--- src/rtl/counter_sched_pkg.sv ---
// Shared types and constants for the counter scheduler.
// The watchdog limit is used only when SCHED_TIMEOUT_EN is defined.
package counter_sched_pkg;

    typedef enum logic [1:0] {
        IDLE  = 2'd0,
        LOAD  = 2'd1,
        COUNT = 2'd2,
        RESP  = 2'd3
    } state_t;

    localparam int DEF_VW = 3;

    // A healthy counter finishes within 2^VW counts plus its done latency.
    function automatic int wd_limit(input int vw);
        return (1 << vw) + 2;
    endfunction

    localparam int DEF_WD_LIMIT = wd_limit(DEF_VW);

endpackage

--- src/rtl/counter_sched_if.sv ---
// Requester and counter-side signal bundle for counter_sched.
// toErr exists only when SCHED_TIMEOUT_EN is defined.
interface counter_sched_if #(
    parameter int NREQ = 4,
    parameter int VW   = counter_sched_pkg::DEF_VW
);
    // Handshake: a requester raises req[i] with reqVal[i*VW +: VW] and keeps it
    // high until done[i] pulses for one cycle; grant is the one-hot owner while
    // a job runs. ldEn/value/cEn drive the counter, cDone is its registered flag.
    logic [NREQ-1:0]    req;
    logic [NREQ*VW-1:0] reqVal;
    logic [NREQ-1:0]    grant;
    logic [NREQ-1:0]    done;
    logic               busy;
    logic               ldEn;
    logic [VW-1:0]      value;
    logic               cEn;
    logic               cDone;
`ifdef SCHED_TIMEOUT_EN
    logic               toErr;
`endif

    // master: requesters plus the counter instance; slave: the scheduler.
    modport master (
        output req, reqVal, cDone,
        input  grant, done, busy, ldEn, value, cEn
`ifdef SCHED_TIMEOUT_EN
        , input toErr
`endif
    );

    modport slave (
        input  req, reqVal, cDone,
        output grant, done, busy, ldEn, value, cEn
`ifdef SCHED_TIMEOUT_EN
        , output toErr
`endif
    );

endinterface

--- src/rtl/counter_sched_rr_pick.sv ---
// Combinational round-robin picker: first requester at or after i_ptr,
// scanning upward and wrapping. Reusable by other shared-resource schedulers.
module rr_pick #(
    parameter  int NREQ = 4,
    localparam int IW   = $clog2(NREQ)
) (
    input  logic [NREQ-1:0] i_req,
    input  logic [IW-1:0]   i_ptr,
    output logic [NREQ-1:0] o_onehot,
    output logic [IW-1:0]   o_idx,
    output logic            o_valid
);

    always_comb begin
        o_onehot = '0;
        o_idx    = '0;
        o_valid  = 1'b0;
        // Pass 0 covers indices at/after the pointer, pass 1 the wrapped ones.
        for (int pass = 0; pass < 2; pass++) begin
            for (int j = 0; j < NREQ; j++) begin
                if (!o_valid && i_req[j] && ((pass == 0) == (j >= int'(i_ptr)))) begin
                    o_valid     = 1'b1;
                    o_onehot[j] = 1'b1;
                    o_idx       = j[IW-1:0];
                end
            end
        end
    end

endmodule

--- src/rtl/counter_sched.sv ---
// Round-robin scheduler sharing one loadable delay counter between NREQ requesters.
// Optional watchdog and toErr output enabled by defining SCHED_TIMEOUT_EN.
module counter_sched
    import counter_sched_pkg::*;
#(
    parameter  int NREQ = 4,
    parameter  int VW   = DEF_VW,
    localparam int IW   = $clog2(NREQ)
) (
    input  logic              clk,
    input  logic              rst,
    counter_sched_if.slave    bus,
    output state_t            o_dbg_state
);

    state_t          r_state, w_state_nxt;
    logic [IW-1:0]   r_ptr, w_ptr_nxt;
    logic [IW-1:0]   r_id, w_id_nxt;
    logic [VW-1:0]   r_val, w_val_nxt;
    logic [NREQ-1:0] r_grant, w_grant_nxt;

    logic [VW-1:0]   w_req_val [NREQ];
    logic [NREQ-1:0] w_pick_oh;
    logic [IW-1:0]   w_pick_idx;
    logic            w_pick_valid;

`ifdef SCHED_TIMEOUT_EN
    localparam int WD_LIMIT = wd_limit(VW);
    localparam int WDW      = VW + 2;
    logic [WDW-1:0]  r_wd, w_wd_nxt;
    logic            r_to, w_to_nxt;
`endif

    always_comb begin
        for (int i = 0; i < NREQ; i++) begin
            w_req_val[i] = bus.reqVal[i*VW +: VW];
        end
    end

    rr_pick #(.NREQ(NREQ)) u_pick (
        .i_req    (bus.req),
        .i_ptr    (r_ptr),
        .o_onehot (w_pick_oh),
        .o_idx    (w_pick_idx),
        .o_valid  (w_pick_valid)
    );

    always_ff @(posedge clk or posedge rst) begin
        if (rst) begin
            r_state <= IDLE;
            r_ptr   <= '0;
            r_id    <= '0;
            r_val   <= '0;
            r_grant <= '0;
`ifdef SCHED_TIMEOUT_EN
            r_wd    <= '0;
            r_to    <= 1'b0;
`endif
        end else begin
            r_state <= w_state_nxt;
            r_ptr   <= w_ptr_nxt;
            r_id    <= w_id_nxt;
            r_val   <= w_val_nxt;
            r_grant <= w_grant_nxt;
`ifdef SCHED_TIMEOUT_EN
            r_wd    <= w_wd_nxt;
            r_to    <= w_to_nxt;
`endif
        end
    end

    always_comb begin
        w_state_nxt = r_state;
        w_ptr_nxt   = r_ptr;
        w_id_nxt    = r_id;
        w_val_nxt   = r_val;
        w_grant_nxt = r_grant;
`ifdef SCHED_TIMEOUT_EN
        w_wd_nxt    = r_wd;
        w_to_nxt    = r_to;
`endif
        case (r_state)
            IDLE: begin
                if (w_pick_valid) begin
                    w_id_nxt    = w_pick_idx;
                    w_val_nxt   = w_req_val[w_pick_idx];
                    w_grant_nxt = w_pick_oh;
                    // A zero delay skips the counter: loading 0 would wrap to 2^VW counts.
                    w_state_nxt = (w_req_val[w_pick_idx] != '0) ? LOAD : RESP;
                end
            end
            LOAD: begin
                w_state_nxt = COUNT;
`ifdef SCHED_TIMEOUT_EN
                w_wd_nxt    = '0;
`endif
            end
            COUNT: begin
                if (bus.cDone) begin
                    w_state_nxt = RESP;
                end
`ifdef SCHED_TIMEOUT_EN
                else if (r_wd == WDW'(WD_LIMIT - 1)) begin
                    w_state_nxt = RESP;
                    w_to_nxt    = 1'b1;
                end else begin
                    w_wd_nxt = r_wd + 1'b1;
                end
`endif
            end
            RESP: begin
                w_state_nxt = IDLE;
                w_grant_nxt = '0;
                w_ptr_nxt   = (r_id == IW'(NREQ - 1)) ? '0 : r_id + 1'b1;
`ifdef SCHED_TIMEOUT_EN
                w_to_nxt    = 1'b0;
`endif
            end
            default: w_state_nxt = IDLE;
        endcase
    end

    assign bus.grant = r_grant;
    assign bus.done  = (r_state == RESP) ? r_grant : '0;
    assign bus.busy  = (r_state != IDLE);
    assign bus.ldEn  = (r_state == LOAD);
    assign bus.value = r_val;
    // Gated by cDone so the counter does not step once more on the cycle done is seen.
    assign bus.cEn   = (r_state == COUNT) && !bus.cDone;
`ifdef SCHED_TIMEOUT_EN
    assign bus.toErr = (r_state == RESP) && r_to;
`endif
    assign o_dbg_state = r_state;

endmodule

--- src/flat_wrapper.sv ---
// flat-port wrapper written by rule: the top's interface ports become plain ports
module counter_sched_flat import counter_sched_pkg::*;
#(
    parameter  int NREQ = 4,
    parameter  int VW   = DEF_VW,
    localparam int IW   = $clog2(NREQ)
)
  (clk, rst, o_dbg_state, bus_req, bus_reqVal, bus_cDone, bus_grant, bus_done, bus_busy, bus_ldEn, bus_value, bus_cEn);
  counter_sched_if #(.NREQ(NREQ), .VW(VW)) bus_i ();
  input  logic clk;
  input  logic rst;
  output state_t o_dbg_state;
  input wire logic [$bits(bus_i.req)-1:0] bus_req;
  input wire logic [$bits(bus_i.reqVal)-1:0] bus_reqVal;
  input wire logic [$bits(bus_i.cDone)-1:0] bus_cDone;
  output wire logic [$bits(bus_i.grant)-1:0] bus_grant;
  output wire logic [$bits(bus_i.done)-1:0] bus_done;
  output wire logic [$bits(bus_i.busy)-1:0] bus_busy;
  output wire logic [$bits(bus_i.ldEn)-1:0] bus_ldEn;
  output wire logic [$bits(bus_i.value)-1:0] bus_value;
  output wire logic [$bits(bus_i.cEn)-1:0] bus_cEn;
  assign bus_i.req = bus_req;
  assign bus_i.reqVal = bus_reqVal;
  assign bus_i.cDone = bus_cDone;
  assign bus_grant = bus_i.grant;
  assign bus_done = bus_i.done;
  assign bus_busy = bus_i.busy;
  assign bus_ldEn = bus_i.ldEn;
  assign bus_value = bus_i.value;
  assign bus_cEn = bus_i.cEn;
  counter_sched #(.NREQ(NREQ), .VW(VW)) u_core (.clk(clk), .rst(rst), .bus(bus_i), .o_dbg_state(o_dbg_state));
endmodule
--- config.mk ---
export PLATFORM = sky130hd
export DESIGN_NAME = counter_sched_flat
export DESIGN_NICKNAME = d
export VERILOG_FILES = /design/src/rtl/counter_sched_pkg.sv /design/src/rtl/counter_sched_if.sv /design/src/rtl/counter_sched_rr_pick.sv /design/src/rtl/counter_sched.sv /design/src/flat_wrapper.sv
export SDC_FILE = /design/constraint.sdc
export NUM_CORES = 1
export LEC_CHECK = 0
export ABC_AREA = 0
export BUFFER_PORTS_ARGS = -buffer_cell sky130_fd_sc_hd__buf_2
export CORE_MARGIN = 2
export CORE_UTILIZATION = 55
export CTS_BUF_LIST = sky130_fd_sc_hd__clkbuf_2
export DETAILED_ROUTE_END_ITERATION = 12
export PLACE_DENSITY = 0.87
export SYNTH_ARGS = -nofsm -noshare
export SYNTH_HDL_FRONTEND = slang
export SYNTH_SLANG_ARGS = --single-unit
--- constraint.sdc ---
create_clock -name clk -period 5.5 [get_ports clk]
set_clock_uncertainty 0.1 [all_clocks]
set_input_delay 0.55 -clock clk [delete_from_list [all_inputs] [get_ports clk]]
set_output_delay 0.55 -clock clk [all_outputs]
set_load 0.01 [all_outputs]
==> impl_metrics.yaml, run 1 <==
sta:
  hold_viol_final: 0
  rsz0062_at_grt: "no"
  relSlewSlack_pct: 67.8
  finalSetupViolations: 0
  period_minus_slack_ns: 2.03
  period_share_pct: 36.8
  worst_pin_slew_ns: 0.483
  max_freq_mhz: 494
  tns_ns: 0
  timing.hold.ws_ns: 0.167
  finalMaxSlewViolations: 0
synthesis:
  synth_mux_area_share_pct: 12.9
  synth_nets: 131
  netlist.area_leader.share_pct: 33.5
  ys.flop_type: "dfrtp_1"
  synth_top_family_by_area: "compound AO/OA/AOI/OAI gates"
  synth_common_cells: "13 x dfrtp_1, 11 x nor2_1, 9 x inv_1"
  yosysSeqAreaShare_pct: 33.5
  synth-simple-area-share_pct: 17.0
  synth.avg_cell_area_sq_um: 9.17
  synthArstFlopShare_pct: 100
  synth.distinct_cells: 35
  synth_top_area_cell: "dfrtp_1"
  synth_edf_count: 0
  synth_cells: 106
  synth.most_common_cell: "dfrtp_1"
  syn-cell-area_sq_um: 972
  synth_seq_cells: 13
  synthAdderAreaFrac_pct: 7.72
  synth_warnings: 0
  synth_xor_area_share_pct: 0
  synthTopCellsByArea: "dfrtp_1 33%, mux2i_1 8.2%, ha_1 7.7%, nor2_1 4.2%, o21ai_0 3.6%"
  synth_compound_area_share_pct: 20.8
global_routing:
  antenna_found_initial: 0
  grtUsageTotal_pct: 20.7
  grt-ovfl-total: 0
  grt_max_degree: 14
  grt_pass1_wl_um: 3170
  grt_pass1_vias: 820
clock_tree:
  cts_buffer_depth: 2
  cts_tree: "done"
  root_buffer: "clkbuf_2"
  clock_sinks: 13
  cts.hold.buffers_added: 0
  clk_pin_slew_ns: 0.13
  numCtsBuffers: 3
  cts_setup_buffers: 0
  cts_resized: 0
  clk_latency_ns: 0.28
  htreeDepth: 1
min_path:
  holdCritPathClass: "in -> async"
placed_design:
  dpl_cell_area_sq_um: 1120
  dp_hpwl_um: 1570
  routabilityCongestion: 0.944
  port_buffers: 34
detailed_routing:
  drtAntennaViolNets: 0
  drc: 0
  routed-wl-met3_um: 103
  drtPass1Iterations: 3
  wl_met1_um: 791
  routed_wirelength_um: 1930
  topRoutingLayerUsed: "met4"
  drt-wirelength-per-cell_um: 12.5
  drtIter0Drc: 15
  vias: 867
  met2_length_um: 1010
  detail_route.vias_per_cell: 5.63
final_layout:
  nNetsFinal: 163
  diodes: 0
  postLayoutCellArea_sq_um: 1140
  syn2layout_area_growth_pct: 17.1
  final_util_pct: 67.4
  drive_above_1_share_pct: 33.6
die:
  num_rows: 15
  io_pins: 35
  die_h_um: 46.0
  core_sq_um: 1690
  start_util_pct: 57.6
  dieArea_sq_um: 2120
  die_x_um: 46.0
setup_path:
  end_kind: "output port"
  cp.required_ns: 4.85
  critical_path.max_fanout: 11
  startpoint_type: "register"
  worstPathArrival_ns: 1.38
  worstSetupPathType: "reg -> out"
power_and_ir_drop:
  pwr_density_cell_nw_per_um2: 488
  power_leakage_uw: 0.000606
  peakVddDrop_mv: 0.305
job:
  maxCapViolations: 0
status:
  status: "complete, no violations"
[cell type report]
class / count / area (sq um)
well taps: 17 / 21.3
inverters: 9 / 33.8
clock buffers: 4 / 20.0
fillers: 132 / 551
repair buffers: 34 / 170
flip-flops and latches: 13 / 325
multi-input cells: 77 / 568
[worst max-delay path: stages (launching register included)]
cell and delay (ns):
dfrtp_1 0.44, ha_1 0.33, and2_1 0.20, buf_2 0.13
[state kept, by name (all words and copies together) (netlist names)]
signal,flops
u_core.bus.grant,4
u_core.bus.value,3
u_core.o_dbg_state,2
u_core.r_id,2
u_core.r_ptr,2
[through the flow]
| stage | worst slack, ns | total power [uW] | instances |
|---|---|---|---|
| floorplan | 3.39 | 427 | 106 |
| global placement | 3.36 | 495 | 150 |
| detailed placement | 3.31 | 510 | 150 |
| CTS | 3.45 | 561 | 154 |
| global route | 3.35 | 611 | 154 |
| finish | 3.47 | 556 | 154 |
[report_power, final]
part	switching, uW	internal, uW
logic	171	149
clock network	31.1	19.3
registers	43.8	141
total	246	309
[cells by family (layout without fill, tap and decap cells)]
logic type / count (synthesis) / in the layout
flip-flops: 13 / 13
adder cells (fa/ha/maj): 6 / 6
multiplexers: 12 / 12
AND/OR/NAND/NOR: 31 / 31
buffers and inverters: 16 / 47
AO/OA/AOI/OAI: 28 / 28
[layer usage]
metal | GRT usage, % | up-vias
met3 | 6.75 | 4
met2 | 34.4 | 28
li1 | - | 432
met1 | 24.6 | 403
met4 | 7.43 | 0
met5 | 0 | -
[cells in the final DEF (no fill, tap or decap), drive strengths merged]
cell type	synthesis	routed
buf	5	34
mux2	4	4
o22ai	2	2
o31ai	2	2
o221a	1	1
a211oi	1	1
clkbuf	2	4
o21ai	8	8
nand3	1	1
and3	1	1
a221o	1	1
nor2b	3	3
a21boi	1	1
dfrtp	13	13
nor3	1	1
a32o	2	2
a21o	1	1
nor2	11	11
and2	5	5
mux2i	8	8
nand2	8	8
ha	6	6
a21oi	5	5
o32a	1	1
o2111ai	1	1
nand2b	1	1
inv	9	9
o211a	1	1
o211ai	1	1
[worst paths after layout]
| kind | startpoint | endpoint | slack, ns | cells past startpoint |
|---|---|---|---|---|
| max reg2reg | u_core.r_ptr[1] | u_core.bus.value[0] | 3.53 | 6 |
| max | u_core.o_dbg_state[0] | bus_done[0] | 3.47 | 3 |
| min in group clk | u_core.bus.value[1] | u_core.bus.value[1] | 0.41 | 1 |
| max in group asynchronous | rst | u_core.o_dbg_state[1] | 4.80 | 2 |
| min | rst | u_core.bus.grant[3] | 0.17 | 2 |
| min reg2reg | u_core.bus.value[1] | u_core.bus.value[1] | 0.41 | 1 |
Note: power is estimated with default switching activity, not from simulation.
==> inputs of run 2 (changes only) <==
--- a/config.mk
+++ b/config.mk
@@ -8,10 +8,10 @@
 export ABC_AREA = 0
 export BUFFER_PORTS_ARGS = -buffer_cell sky130_fd_sc_hd__buf_2
 export CORE_MARGIN = 2
-export CORE_UTILIZATION = 55
+export CORE_UTILIZATION = 51
 export CTS_BUF_LIST = sky130_fd_sc_hd__clkbuf_2
 export DETAILED_ROUTE_END_ITERATION = 12
-export PLACE_DENSITY = 0.87
+export PLACE_DENSITY = 0.82
 export SYNTH_ARGS = -nofsm -noshare
 export SYNTH_HDL_FRONTEND = slang
 export SYNTH_SLANG_ARGS = --single-unit
==> constraint.sdc (replaced) <==
create_clock -name clk -period 1.98 [get_ports clk]
set_clock_uncertainty 0.1 [all_clocks]
set_input_delay 0.198 -clock clk [delete_from_list [all_inputs] [get_ports clk]]
set_output_delay 0.198 -clock clk [all_outputs]
set_load 0.01 [all_outputs]
==> run 2 against run 1 <==
  * Worst setup slack got worse by 3.3 ns
  * Non-clock buffer count up 3
  * Critical path depth grew 4
  * Worst hold slack gained 0.024 ns
  * Count of clock-buffer cells in the layout stayed put
  * Via count up 6.3%
  * Register-to-register slack got worse by 3.4 ns
  * Final cell count increased by 7.1%
  * Largest cell class unchanged
  * Highest routed layer unchanged
==> impl_metrics.yaml, run 2 (synthesized netlist as in run 1, its figures left out) <==
die:
  die_h_um: 47.7
  num_rows: 15
  core_sq_um: 1760
  start_util_pct: 55.1
  io_pins: 35
  dieArea_sq_um: 2270
  die_x_um: 47.7
global_routing:
  met1_usage_pct: 24.2
  grt_pass1_wl_um: 3540
  grt_use_met3_pct: 6.42
  top_usage_layer: "met2"
  grt_max_degree: 14
  use_met2_pct: 41.9
  grt_pass1_vias: 876
  grtUsageTotal_pct: 22.4
  grt-ovfl-total: 0
  antenna_found_initial: 0
min_path:
  min_path_cells: 2
  min_delay_worst_endpoint: "u_core.bus.grant[0]"
  holdCritPathClass: "in -> reg"
  worstHoldStart: "bus_req[0]"
clock_tree:
  clock_sinks: 13
  numCtsBuffers: 3
  clk_pin_slew_ns: 0.14
  clk_latency_ns: 0.28
  cts_buffer_depth: 2
  root_buffer: "clkbuf_2"
  htreeDepth: 1
  cts_tree: "done"
sta:
  timing.hold.ws_ns: 0.191
  worst_pin_slew_ns: 0.506
  period_minus_slack_ns: 1.84
  rsz0062_at_grt: "no"
  relSlewSlack_pct: 66.2
  finalSetupViolations: 0
  hold_viol_final: 0
  finalMaxSlewViolations: 0
  period_share_pct: 92.8
  tns_ns: 0
  max_freq_mhz: 544
detailed_routing:
  detail_route.vias_per_cell: 5.59
  drtIter0Drc: 38
  routed_wirelength_um: 2260
  drt-wirelength-per-cell_um: 13.7
  drc: 0
  vias: 922
  drtAntennaViolNets: 0
  drtPass1Iterations: 5
power_and_ir_drop:
  pwr-share-seq_pct: 30.9
  pwr_density_cell_nw_per_um2: 1370
  power_frac_clock_pct: 9.2
  power_leakage_uw: 0.000618
  switching_share_pct: 44.6
  combPwrFrac_pct: 60.0
  switching_power_uw: 715
  power_uw: 1600
  peakVddDrop_mv: 0.790
  intPower_uw: 889
setup_path:
  critical_path.max_fanout: 6
  ff2ff_path_depth: 7
  startpoint_type: "register"
  cp.required_ns: 2.09
  end_kind: "register"
  r2r-end: "u_core.o_dbg_state[1]"
  r2r_slack_ns: 0.14
  worstReg2RegStart: "u_core.r_ptr[1]"
  worstSetupPathType: "reg -> reg"
  worstPathArrival_ns: 1.95
placed_design:
  dpl_cell_area_sq_um: 1140
  dp_hpwl_um: 1730
  routabilityCongestion: 0.901
  port_buffers: 34
  dp_cells: 159
final_layout:
  syn2layout_area_growth_pct: 20.8
  postLayoutCellArea_sq_um: 1170
  fillerInstances: 170
  largest_reg_flops: 4
  final_cell_mix: "34 x buf_2, 12 x dfrtp_1, 11 x nor2_1, 9 x inv_1"
  final_cell_count_no_fill: 165
  drive_above_1_share_pct: 35.0
  nNetsFinal: 166
  diodes: 0
  final_common_cell: "buf_2"
job:
  maxCapViolations: 0
status:
  status: "complete, no violations"
[run 2: cell count changes in the layout (fill, tap and decap cells not counted)]
cell	before	now
buf_4	0	2
dfrtp_1	13	12
dfrtp_2	0	1
dlygate4sd3_1	0	1
[run 2: critical path, stage by stage (launching register included)]
cell	delay (ns)
dfrtp_2	0.46
buf_4	0.16
mux2i_1	0.14
nor2_1	0.08
nor3_4	0.33
o211a_1	0.23
o211ai_1	0.10
o31ai_2	0.18
[run 2: worst max-delay path by stage]
| stage | from | end | slack [ns] | depth (start not counted) |
|---|---|---|---|---|
| after floorplan | u_core.r_ptr[1] | u_core.bus.value[0] | 0.14 | 8 |
| after detailed placement | u_core.r_ptr[1] | u_core.bus.value[0] | 0.05 | 6 |
| final | u_core.r_ptr[1] | u_core.o_dbg_state[1] | 0.14 | 7 |
| after global placement | u_core.r_ptr[1] | u_core.bus.value[1] | 0.13 | 6 |
| after global routing | u_core.o_dbg_state[0] | u_core.o_dbg_state[1] | 0.01 | 7 |
| after CTS | u_core.r_ptr[1] | u_core.bus.value[0] | 0.03 | 6 |
[run 2: power by group through the flow]
stage	sequential (uW)	combinational, uW	clock, uW
2_1_floorplan	504	683	0
3_3_place_gp	498	898	0
3_5_place_dp	506	938	0
4_1_cts	501	942	147
5_1_grt	514	1090	165
6_report	495	962	147
[run 2: final cells by class]
type	instances	area, sq um	area share, %
repair buffers	37	195	16.6
inverters	9	33.8	2.88
clock buffers	4	20.0	1.70
multi-input cells	77	568	48.3
flip-flops and latches	13	327	27.8
well taps	25	31.3	2.66
[run 2: metrics by stage]
stage,setup slack [ns],utilization (%)
final,0.142,66.6
after global routing,0.0107,66.6
after CTS,0.0315,66.1
after detailed placement,0.0529,64.4
after global placement,0.130,64.4
after floorplan,0.136,-
[run 2: what timing repair did]
| item | CTS | global route |
|---|---|---|
| setup buffers | 0 | 1 |
| hold endpoints to repair | 13 | 0 |
| hold buffers | 1 | 0 |
| endpoints found under the setup margin | 0 | 3 |
| resized for setup | 0 | 1 |
[run 2: per-layer routing]
metal	part of all wire, %	vias up
li1	-	438
met5	0	-
met4	2.1	0
met2	54	45
met3	5.9	6
met1	38	433
